--- src/rtl/tm_pkg.sv ---
// Shared types and constants for the tm_engine Turing-machine block.
// The optional nonzero-cell counter is enabled by defining TM_SIGMA_EN.
package tm_pkg;
    localparam int STATE_W = 4;
    localparam int SYM_W   = 4;
    localparam logic [STATE_W-1:0] HALT = '1;
    localparam logic DIR_L = 1'b0;
    localparam logic DIR_R = 1'b1;

    typedef enum logic [3:0] {
        IDLE, CLR_REQ, CLR_WAIT, RD_REQ, RD_WAIT, LOOKUP,
        WR_REQ, WR_WAIT, MOVE, DONE, FAULT
    } ctl_t;

    typedef struct packed {
        logic [SYM_W-1:0]   newsym;
        logic               dir;
        logic [STATE_W-1:0] next;
    } rule_t;

    localparam int RULE_W = $bits(rule_t);
    // An unprogrammed entry writes blank, moves right and halts.
    localparam rule_t RULE_RESET = '{newsym: {SYM_W{1'b0}}, dir: DIR_R, next: HALT};
endpackage

--- src/rtl/tm_rule_table.sv ---
// Transition table: NSTATES x NSYMS rule registers with a synchronous write
// port and a registered read port. Out-of-range write addresses are dropped.
module tm_rule_table
    import tm_pkg::*;
#(
    parameter int NSTATES = 2,
    parameter int NSYMS   = 5
) (
    input  logic                     clk,
    input  logic                     rst_n,
    input  logic                     we,
    input  logic [STATE_W+SYM_W-1:0] waddr,
    input  logic [RULE_W-1:0]        wdata,
    input  logic [STATE_W-1:0]       rstate,
    input  logic [SYM_W-1:0]         rsym,
    output logic [RULE_W-1:0]        rdata
);
    rule_t tbl_q [NSTATES][NSYMS];
    rule_t tbl_d [NSTATES][NSYMS];
    rule_t rdata_q, rdata_d;

    // Address decode by comparison keeps every index inside the array bounds.
    always_comb begin
        tbl_d   = tbl_q;
        rdata_d = RULE_RESET;
        for (int s = 0; s < NSTATES; s++) begin
            for (int y = 0; y < NSYMS; y++) begin
                if (we && waddr == {STATE_W'(s), SYM_W'(y)}) begin
                    tbl_d[s][y] = rule_t'(wdata);
                end
                if (rstate == STATE_W'(s) && rsym == SYM_W'(y)) begin
                    rdata_d = tbl_q[s][y];
                end
            end
        end
    end

    always_ff @(posedge clk or negedge rst_n) begin
        if (!rst_n) begin
            for (int s = 0; s < NSTATES; s++) begin
                for (int y = 0; y < NSYMS; y++) begin
                    tbl_q[s][y] <= RULE_RESET;
                end
            end
            rdata_q <= RULE_RESET;
        end else begin
            tbl_q   <= tbl_d;
            rdata_q <= rdata_d;
        end
    end

    assign rdata = rdata_q;
endmodule

--- src/rtl/tm_engine.sv ---
// Runtime-programmable Turing-machine engine with its tape in byte-wide DRAM.
// Define TM_SIGMA_EN to add the sigma output (count of nonzero tape cells).
module tm_engine
    import tm_pkg::*;
#(
    parameter int NSTATES  = 2,
    parameter int NSYMS    = 5,
    parameter int TAPE_LEN = 16384,
    parameter int ADDR_W   = 24,
    parameter int CNT_W    = 40
) (
    input  logic                     clk,
    input  logic                     rst_n,
    input  logic                     start,
    input  logic                     rule_we,
    input  logic [STATE_W+SYM_W-1:0] rule_addr,
    input  logic [SYM_W+STATE_W:0]   rule_wdata,
    output logic                     busy,
    output logic                     done,
    output logic                     fault,
    output logic [CNT_W-1:0]         steps,
    output logic [ADDR_W-1:0]        head,
    output logic [ADDR_W-1:0]        m_addr,
    output logic                     m_ena,
    output logic                     m_write,
    output logic [7:0]               wr_data,
    input  logic [7:0]               rd_data,
    input  logic                     m_ack,
    input  logic                     m_busy
`ifdef TM_SIGMA_EN
    ,
    output logic [ADDR_W-1:0]        sigma
`endif
);
    localparam logic [ADDR_W-1:0] LAST = ADDR_W'(TAPE_LEN - 1);
    localparam logic [ADDR_W-1:0] MID  = ADDR_W'(TAPE_LEN / 2);

    ctl_t               ctl_q, ctl_d;
    logic [STATE_W-1:0] tm_state_q, tm_state_d;
    logic [SYM_W-1:0]   sym_q, sym_d;
    logic [CNT_W-1:0]   steps_q, steps_d;
    logic [ADDR_W-1:0]  head_q, head_d;
    logic [ADDR_W-1:0]  m_addr_q, m_addr_d;
    logic               m_ena_q, m_ena_d;
    logic               m_write_q, m_write_d;
    logic [7:0]         wr_data_q, wr_data_d;
    logic               busy_q, busy_d;
    logic               done_q, done_d;
    logic               fault_q, fault_d;
`ifdef TM_SIGMA_EN
    logic [ADDR_W-1:0]  sigma_q, sigma_d;
`endif
    logic [RULE_W-1:0]  rule_rd;
    rule_t              rule;

    // The read address follows sym_d so the rule is already registered in LOOKUP
    // and stays stable through the write and the move.
    tm_rule_table #(
        .NSTATES(NSTATES),
        .NSYMS  (NSYMS)
    ) u_table (
        .clk   (clk),
        .rst_n (rst_n),
        .we    (rule_we && !busy_q),
        .waddr (rule_addr),
        .wdata (rule_wdata),
        .rstate(tm_state_q),
        .rsym  (sym_d),
        .rdata (rule_rd)
    );

    assign rule = rule_t'(rule_rd);

    always_comb begin
        ctl_d      = ctl_q;
        tm_state_d = tm_state_q;
        sym_d      = sym_q;
        steps_d    = steps_q;
        head_d     = head_q;
        m_addr_d   = m_addr_q;
        m_ena_d    = m_ena_q;
        m_write_d  = m_write_q;
        wr_data_d  = wr_data_q;
        busy_d     = busy_q;
        done_d     = done_q;
        fault_d    = fault_q;
`ifdef TM_SIGMA_EN
        sigma_d    = sigma_q;
`endif
        case (ctl_q)
            IDLE, DONE, FAULT: begin
                if (start) begin
                    ctl_d      = CLR_REQ;
                    busy_d     = 1'b1;
                    done_d     = 1'b0;
                    fault_d    = 1'b0;
                    steps_d    = '0;
                    tm_state_d = '0;
                    m_addr_d   = LAST;
                    m_ena_d    = 1'b1;
                    m_write_d  = 1'b1;
                    wr_data_d  = 8'h00;
`ifdef TM_SIGMA_EN
                    sigma_d    = '0;
`endif
                end
            end
            CLR_REQ: begin
                if (m_ack) begin
                    m_ena_d = 1'b0;
                    ctl_d   = CLR_WAIT;
                end
            end
            CLR_WAIT: begin
                if (!m_busy) begin
                    m_ena_d = 1'b1;
                    if (m_addr_q == '0) begin
                        head_d    = MID;
                        m_addr_d  = MID;
                        m_write_d = 1'b0;
                        ctl_d     = RD_REQ;
                    end else begin
                        m_addr_d = m_addr_q - ADDR_W'(1);
                        ctl_d    = CLR_REQ;
                    end
                end
            end
            RD_REQ, WR_REQ: begin
                if (m_ack) begin
                    m_ena_d = 1'b0;
                    ctl_d   = (ctl_q == RD_REQ) ? RD_WAIT : WR_WAIT;
                end
            end
            RD_WAIT: begin
                if (!m_busy) begin
                    sym_d = rd_data[SYM_W-1:0];
                    if (rd_data >= 8'(NSYMS)) begin
                        ctl_d   = FAULT;
                        fault_d = 1'b1;
                        busy_d  = 1'b0;
                    end else begin
                        ctl_d = LOOKUP;
                    end
                end
            end
            LOOKUP: begin
                if (rule.next != HALT && rule.next >= STATE_W'(NSTATES)) begin
                    ctl_d   = FAULT;
                    fault_d = 1'b1;
                    busy_d  = 1'b0;
                end else begin
                    m_ena_d   = 1'b1;
                    m_write_d = 1'b1;
                    wr_data_d = {4'b0, rule.newsym};
                    ctl_d     = WR_REQ;
                end
            end
            WR_WAIT: begin
                if (!m_busy) begin
                    ctl_d = MOVE;
                end
            end
            MOVE: begin
                steps_d = steps_q + CNT_W'(1);
`ifdef TM_SIGMA_EN
                if (sym_q == '0 && rule.newsym != '0) begin
                    sigma_d = sigma_q + ADDR_W'(1);
                end else if (sym_q != '0 && rule.newsym == '0) begin
                    sigma_d = sigma_q - ADDR_W'(1);
                end
`endif
                if (rule.next == HALT) begin
                    ctl_d  = DONE;
                    done_d = 1'b1;
                    busy_d = 1'b0;
                end else if ((rule.dir == DIR_R && head_q == LAST) ||
                             (rule.dir == DIR_L && head_q == '0)) begin
                    ctl_d   = FAULT;
                    fault_d = 1'b1;
                    busy_d  = 1'b0;
                end else begin
                    head_d     = (rule.dir == DIR_R) ? head_q + ADDR_W'(1) : head_q - ADDR_W'(1);
                    tm_state_d = rule.next;
                    m_addr_d   = head_d;
                    m_ena_d    = 1'b1;
                    m_write_d  = 1'b0;
                    ctl_d      = RD_REQ;
                end
            end
            default: ctl_d = IDLE;
        endcase
    end

    always_ff @(posedge clk or negedge rst_n) begin
        if (!rst_n) begin
            ctl_q      <= IDLE;
            tm_state_q <= '0;
            sym_q      <= '0;
            steps_q    <= '0;
            head_q     <= '0;
            m_addr_q   <= '0;
            m_ena_q    <= 1'b0;
            m_write_q  <= 1'b0;
            wr_data_q  <= 8'h00;
            busy_q     <= 1'b0;
            done_q     <= 1'b0;
            fault_q    <= 1'b0;
`ifdef TM_SIGMA_EN
            sigma_q    <= '0;
`endif
        end else begin
            ctl_q      <= ctl_d;
            tm_state_q <= tm_state_d;
            sym_q      <= sym_d;
            steps_q    <= steps_d;
            head_q     <= head_d;
            m_addr_q   <= m_addr_d;
            m_ena_q    <= m_ena_d;
            m_write_q  <= m_write_d;
            wr_data_q  <= wr_data_d;
            busy_q     <= busy_d;
            done_q     <= done_d;
            fault_q    <= fault_d;
`ifdef TM_SIGMA_EN
            sigma_q    <= sigma_d;
`endif
        end
    end

    assign busy    = busy_q;
    assign done    = done_q;
    assign fault   = fault_q;
    assign steps   = steps_q;
    assign head    = head_q;
    assign m_addr  = m_addr_q;
    assign m_ena   = m_ena_q;
    assign m_write = m_write_q;
    assign wr_data = wr_data_q;
`ifdef TM_SIGMA_EN
    assign sigma   = sigma_q;
`endif
endmodule

--- config.mk ---
export PLATFORM = sky130hd
export DESIGN_NAME = tm_engine
export DESIGN_NICKNAME = d
export VERILOG_FILES = /design/src/rtl/tm_pkg.sv /design/src/rtl/tm_rule_table.sv /design/src/rtl/tm_engine.sv
export SDC_FILE = /design/constraint.sdc
export NUM_CORES = 1
export LEC_CHECK = 0
export BUFFER_PORTS_ARGS = -buffer_cell sky130_fd_sc_hd__buf_4
export CAP_MARGIN = 20
export CORE_UTILIZATION = 41
export DETAILED_ROUTE_END_ITERATION = 10
export PLACE_DENSITY = 0.66
export SYNTH_ARGS = -nofsm -noshare
export SYNTH_HDL_FRONTEND = slang
export SYNTH_SLANG_ARGS = --single-unit
--- constraint.sdc ---
create_clock -name clk -period 3.3 [get_ports clk]
set_input_delay 0.33 -clock clk [delete_from_list [all_inputs] [get_ports clk]]
set_output_delay 0.33 -clock clk [all_outputs]
set_load 0.05 [all_outputs]
### Word-level counts from Yosys, hierarchy flattened

Index checks and enable logic that the tools add are counted.

| storage, ports and cells | value |
|---|---|
| output and inout bits | 101 |
| logic and storage cells | 219 |
| bits in latches | 0 |
| memory bits (read-only) | 0 |
| bits in writable memories | 0 |
| input port bits | 31 |
| memories kept | 0 |
| register bits | 212 |

| operators by class | value |
|---|---|
| shift operators | 0 |
| multiplexer cells | 71 |
| add/subtract/negate cells | 4 |
| bitwise gates (word level) | 1 |
| multipliers | 0 |
| $lt $le $gt $ge | 2 |
| eq/ne operators | 43 |
| reductions and logical operators | 53 |
| divide/modulo/power cells | 0 |

Operators with widths:

| cell | number |
|---|---|
| 2-to-1 mux 24 bit | 8 |
| 2-to-1 mux 9 bit | 10 |
| case mux 40 bit (2 select lines) | 1 |
| case mux 24 bit (3 select lines) | 1 |
| 2-to-1 mux 4 bit | 15 |
| logical NOT 24 bit | 2 |
| case mux 24 bit (2 select lines) | 1 |
| subtractor 24 x 1 -> 24 bit (second input constant) | 2 |
| adder 40 x 1 -> 40 bit (second input constant) | 1 |
| == test 8 x 5 -> 1 bit (second input constant) | 5 |
| 2-to-1 mux 40 bit | 1 |
| case mux 4 bit (8 select lines) | 1 |
| inequality test 2 bit (second input constant) | 14 |
| adder 24 x 1 -> 24 bit (second input constant) | 1 |
| == test 24 x 14 -> 1 bit (second input constant) | 1 |
| logical AND 1 bit | 24 |
| 2-to-1 mux 1 bit | 22 |
| AND reduction 7 bit | 3 |
| == test 4 x 3 -> 1 bit (second input constant) | 5 |
| == test 4 x 2 -> 1 bit (second input constant) | 4 |
| == test 4 bit (second input constant) | 4 |
| == test 8 x 2 -> 1 bit (second input constant) | 2 |
| 2-to-1 mux 8 bit | 2 |
| case mux 8 bit (2 select lines) | 1 |
| other kinds (29) | 43 |

### Longest topological paths before layout

| logic depth | value |
|---|---|
| depth in word-level cells | 14 |
| mapped depth | 10 |

### Hierarchy

Synthesis repeated with hierarchy kept, for this count alone.

| unflattened totals | value |
|---|---|
| cells, all modules | 1192 |
| area, all modules | 11751.3 um^2 |

Modules (own cells, without submodules):

| module | instances | area each (um^2) | cells an instance |
|---|---|---|---|
| tm_engine | 1 | 6951.7 | 813 |
| tm_rule_table | 1 | 4799.6 | 379 |

### Worst setup path after synthesis

OpenSTA, ideal clock, no wires.

| timing path | value |
|---|---|
| kind | register -> register |
| start | register head_q[0] (netlist: head[0]) |
| end | register m_addr_q[20] (netlist: m_addr[20]) |
| library setup time | 126 ps |
| buffers on the path | 0 |
| data arrival time | 2868 ps |
| slack | 306 ps |
| cell stages (with the launch flop) | 10 |
| cell sequence | dfrtp_1 > inv_1 > fa_1 > and2b_1 > o31ai_1 > a2111oi_0 > o31a_1 > o22ai_1 > xnor2_1 > a221o_1 |

| on the way | value |
|---|---|
| word-level cells in the longest chain between the ends | 5 |
| elaborated cells on any way between the ends | 13 |
| those cells by class | 2 x add/sub; 2 x eq/ne; 4 x mux; 5 x reduce/logical |

Ends and longest elaborated chain:

| item | RTL line | source |
|---|---|---|
| from (decl) | tm_engine.sv:42 | `logic [ADDR_W-1:0] head_q, head_d;` |
| from (signal assigned) | tm_engine.sv:200 | `head_q <= '0;` |
| from (signal assigned) | tm_engine.sv:216 | `head_q <= head_d;` |
| subtractor 24 x 1 -> 24 bit (tied with other cells) | tm_engine.sv:182 | `head_d = (rule.dir == DIR_R) ? head_q + ADDR_W'(1) : head_q - ADDR_W'(1);` |
| 2-to-1 mux 24 bit (tied with other cells) | tm_engine.sv:182 |  |
| 2-to-1 mux 24 bit / logical OR 1 bit (equally long branches) | tm_engine.sv:176 | `end else if ((rule.dir == DIR_R && head_q == LAST) \|\|` |
| 2-to-1 mux 24 bit / inequality test 2 bit (equally long branches) | -- |  |
| case mux 24 bit (3 select lines) / AND reduction 5 bit (equally long branches) | -- |  |
| to (signal assigned) | tm_engine.sv:217 | `m_addr_q <= m_addr_d;` |
| to (decl) | tm_engine.sv:43 | `logic [ADDR_W-1:0] m_addr_q, m_addr_d;` |

Parallel ways exist; a longest one is shown, timed or not. The select of a mux whose other input is x is not followed.
A chain may end at the register's enable or synchronous reset.

### Worst setup path after layout

| timing path | value |
|---|---|
| start | register u_table.rdata_q (netlist bit u_table.rdata[4]) |
| end | register head_q[18] (netlist: head[18]) |

| on the way | value |
|---|---|
| word-level cells in the longest chain between the ends | 5 |
| elaborated cells on any way between the ends | 10 |
| those cells by class | 1 x eq/ne; 4 x mux; 1 x bitwise; 4 x reduce/logical |

Ends and longest elaborated chain:

| item | RTL line | source |
|---|---|---|
| from (decl) | tm_rule_table.sv:20 | `rule_t rdata_q, rdata_d;` |
| from (signal assigned) | tm_rule_table.sv:48 | `rdata_q <= rdata_d;` |
| NOT 1 bit | tm_engine.sv:177 | `(rule.dir == DIR_L && head_q == '0)) begin` |
| logical AND 1 bit | tm_engine.sv:177 |  |
| logical OR 1 bit | tm_engine.sv:176 |  |
| inequality test 2 bit (no source line) | -- |  |
| AND reduction 5 bit (no source line) | -- |  |

Parallel ways exist; a longest one is shown, timed or not. The select of a mux whose other input is x is not followed.

==> impl_metrics.ini <==
[yosys]
yosys.area.top_type = dfrtp_1
yosys.area_share.adder_pct = 2.78
synth-simple-area-share_pct = 19.3
ys_ff_latch = 208
muxShareOfSynthArea_pct = 11.3
ys_types = 96
synth.top_cells.by_count = dfrtp_1, mux2_2, nand2_1
synth-compound-area-share_pct = 17.0
syn-instance-count = 1140
synth_flop_cell = dfrtp_1
yosysMostFrequentCell = dfrtp_1
netlist.area_leader.share_pct = 33.2
seq_area_frac_synth_pct = 45.7
synthXorXnorAreaFrac_pct = 1.29
avgSynthCellArea_um2 = 10.1
synth_warnings = 0
synth_top_family_by_area = simple AND/OR/NAND/NOR gates
synth-async-reset-ratio_pct = 100
netlist_area_mm2 = 0.0115
netlist_top_cells_area = dfrtp_1, dfstp_2, mux2_2
synth_edf_count = 0

[drt]
avgViaCountPerCell = 5.82
drtPass1Iterations = 5
num_vias = 9746
drt_iter0_markers = 744
wl_per_cell_um = 18.8
ant_nets = 0
wirelength_um = 31500
route.detailed.drc = 0

[timing]
finalCritPeriodShare_pct = 94.1
fmax_mhz = 322
maxSlewViolCount = 0
tightest_slew_ns = 0.750
skew_ns = 0.0116
period_needed_ns = 3.11
final-setup-viol-count = 0
setup-tns-final_ns = 0
hold_viol_final = 0
setup_slack_ns = 0.194
rsz0062_at_grt = false
relSlewSlack_pct = 49.5
fin_hold_ws_ns = 0.101

[cells_and_area]
regArea_mm2 = 0.00527
final_cell_count_no_fill = 1674
nets = 1334
fin_area_mm2 = 0.0138
fill_cells = 2568
final_util_pct = 49.8
drive_above_1_share_pct = 30.2
antenna_cells = 0
layout-area-overhead-vs-synth_pct = 19.6
multi_input_area_mm2 = 0.00597

[global_route]
grt_pass1_vias = 9188
grt_overflow = 0
antenna_found_initial = 0
grt_pass1_wl_um = 50000
grt_max_degree = 82
grt_usage_pct = 21.7

[flow_run]
cap_viol_max_count = 0

[floorplanning]
fp.dieH_um = 170
rows = 61
fp.coreArea_mm2 = 0.0277
start_util_pct = 41.6
io_pins = 132
dieWidth_um = 170
dieArea_mm2 = 0.0288

[worst_setup_path]
arrival_ns = 3.51
crit_path_end_kind = flop
critPathKind = flop to flop
cp.required_ns = 3.70
crit_fanout = 11
cp-start-kind = flop

[pwr]
switching_power_mw = 4.83
p_leak_nw = 6.29
combPwrFrac_pct = 44.1
p_seq_share_pct = 31.9
power.share.clock_pct = 23.9
p_per_area_mw_per_mm2 = 812
ir_drop_uv = 466
netSwitchingFraction_pct = 43.1
p_int_mw = 6.38
power_mw = 11.2

[clock_tree]
htreeDepth = 1
cts_resized = 0
clock_sinks = 208
clockRootBuffer = clkbuf_16
postCtsHoldBufs = 1
clk_latency_ns = 0.52
cts_buffers = 24
cts_tree = done
post-cts-setup-buffer-count = 0
clk_pin_slew_ns = 0.06
clk_path_buf_depth = 3

[placed_design]
dp_slack_ns = 0.252
place_hpwl_um = 22500
place_inst = 1629
placed_cell_area_mm2 = 0.0130
gp_congestion = 0.881
portBuffers = 127

[run_status]
status = finished clean

[worst_hold_path]
hp-class = input port to flop
## kinds of logic after synthesis
kind of cell	count (synthesis)
compound gates	291
xor+xnor	17
fa+ha+maj	25
buf+inv	68
flops	208
mux	115
other cells	1
simple gates	415
## sequential cells by signal (all words and copies together) (netlist names)
register	flops
m_ena	1
u_table.tbl_q	90
m_addr	24
done	1
m_write	1
busy	1
steps	40
sym_q	4
fault	1
ctl_q	4
head	24
tm_state_q	4
u_table.rdata	9
wr_data	4
## placed cells by master, fill, tap and decap left out, types with 13 or more instances in the layout
cell type / count
clkbuf_16: 25
a21oi_1: 49
nand2_1: 99
o22ai_1: 19
nand3_1: 59
nor3_1: 29
o21ai_0: 76
buf_4: 155
a21o_1: 15
nor2_1: 90
nand4_1: 18
mux2_2: 101
dfrtp_1: 153
inv_1: 19
dfstp_2: 55
and3_1: 15
nor4_1: 13
ha_1: 24
## routing by layer
layer	track usage (%)	vias up	routed length, um
met3	3.06	50	1600
met5	0	-	0
met4	6.15	0	739
met1	30.3	4812	14400
met2	34.9	300	14700
li1	-	4584	-
## layout make-up
class	count	share of cell area, %
multi-input combinational	867	43.3
tap	378	3.43
clock inverter	6	0.572
clock buffer	38	5.18
sequential	208	38.2
timing repair buffer	158	8.75
inverter	19	0.517
## worst max-delay path, cell delays in order, from the launching register on
cell and delay [ns]:
dfstp_2 0.53, inv_1 0.18, ha_1 0.38, and2b_1 0.20
o31ai_1 0.31, a2111oi_0 0.21, buf_4 0.18, o31a_1 0.31
a21oi_1 0.31, xnor2_1 0.14, a22o_1 0.24
## path summary, 6_finish.rpt
kind	startpoint	cells past startpoint	to	slack, ns
max	u_table.rdata[4]$_DFF_PN1_	10	head[18]$_DFFE_PN0P_	0.19
min	rd_data[3]	2	sym_q[3]$_DFF_PN0_	0.10
max reg2reg	u_table.rdata[4]$_DFF_PN1_	10	head[18]$_DFFE_PN0P_	0.19
min reg2reg	u_table.rdata[8]$_DFF_PN0_	2	wr_data[3]$_DFFE_PN0P_	0.49
max in group asynchronous	rst_n	3	u_table.tbl_q[85]$_DFFE_PN1P_	1.99
min in group asynchronous	rst_n	2	head[5]$_DFFE_PN0P_	0.42
## power by group through the flow
stage	clock (mW)	combinational, mW	sequential [mW]
floorplan	0	2.74	4.27
global placement	0	4.87	3.60
detailed placement	0	4.90	3.60
CTS	2.75	4.92	3.56
global route	2.85	5.34	3.63
finish	2.68	4.95	3.57
Power figures use the tool's default switching activity.
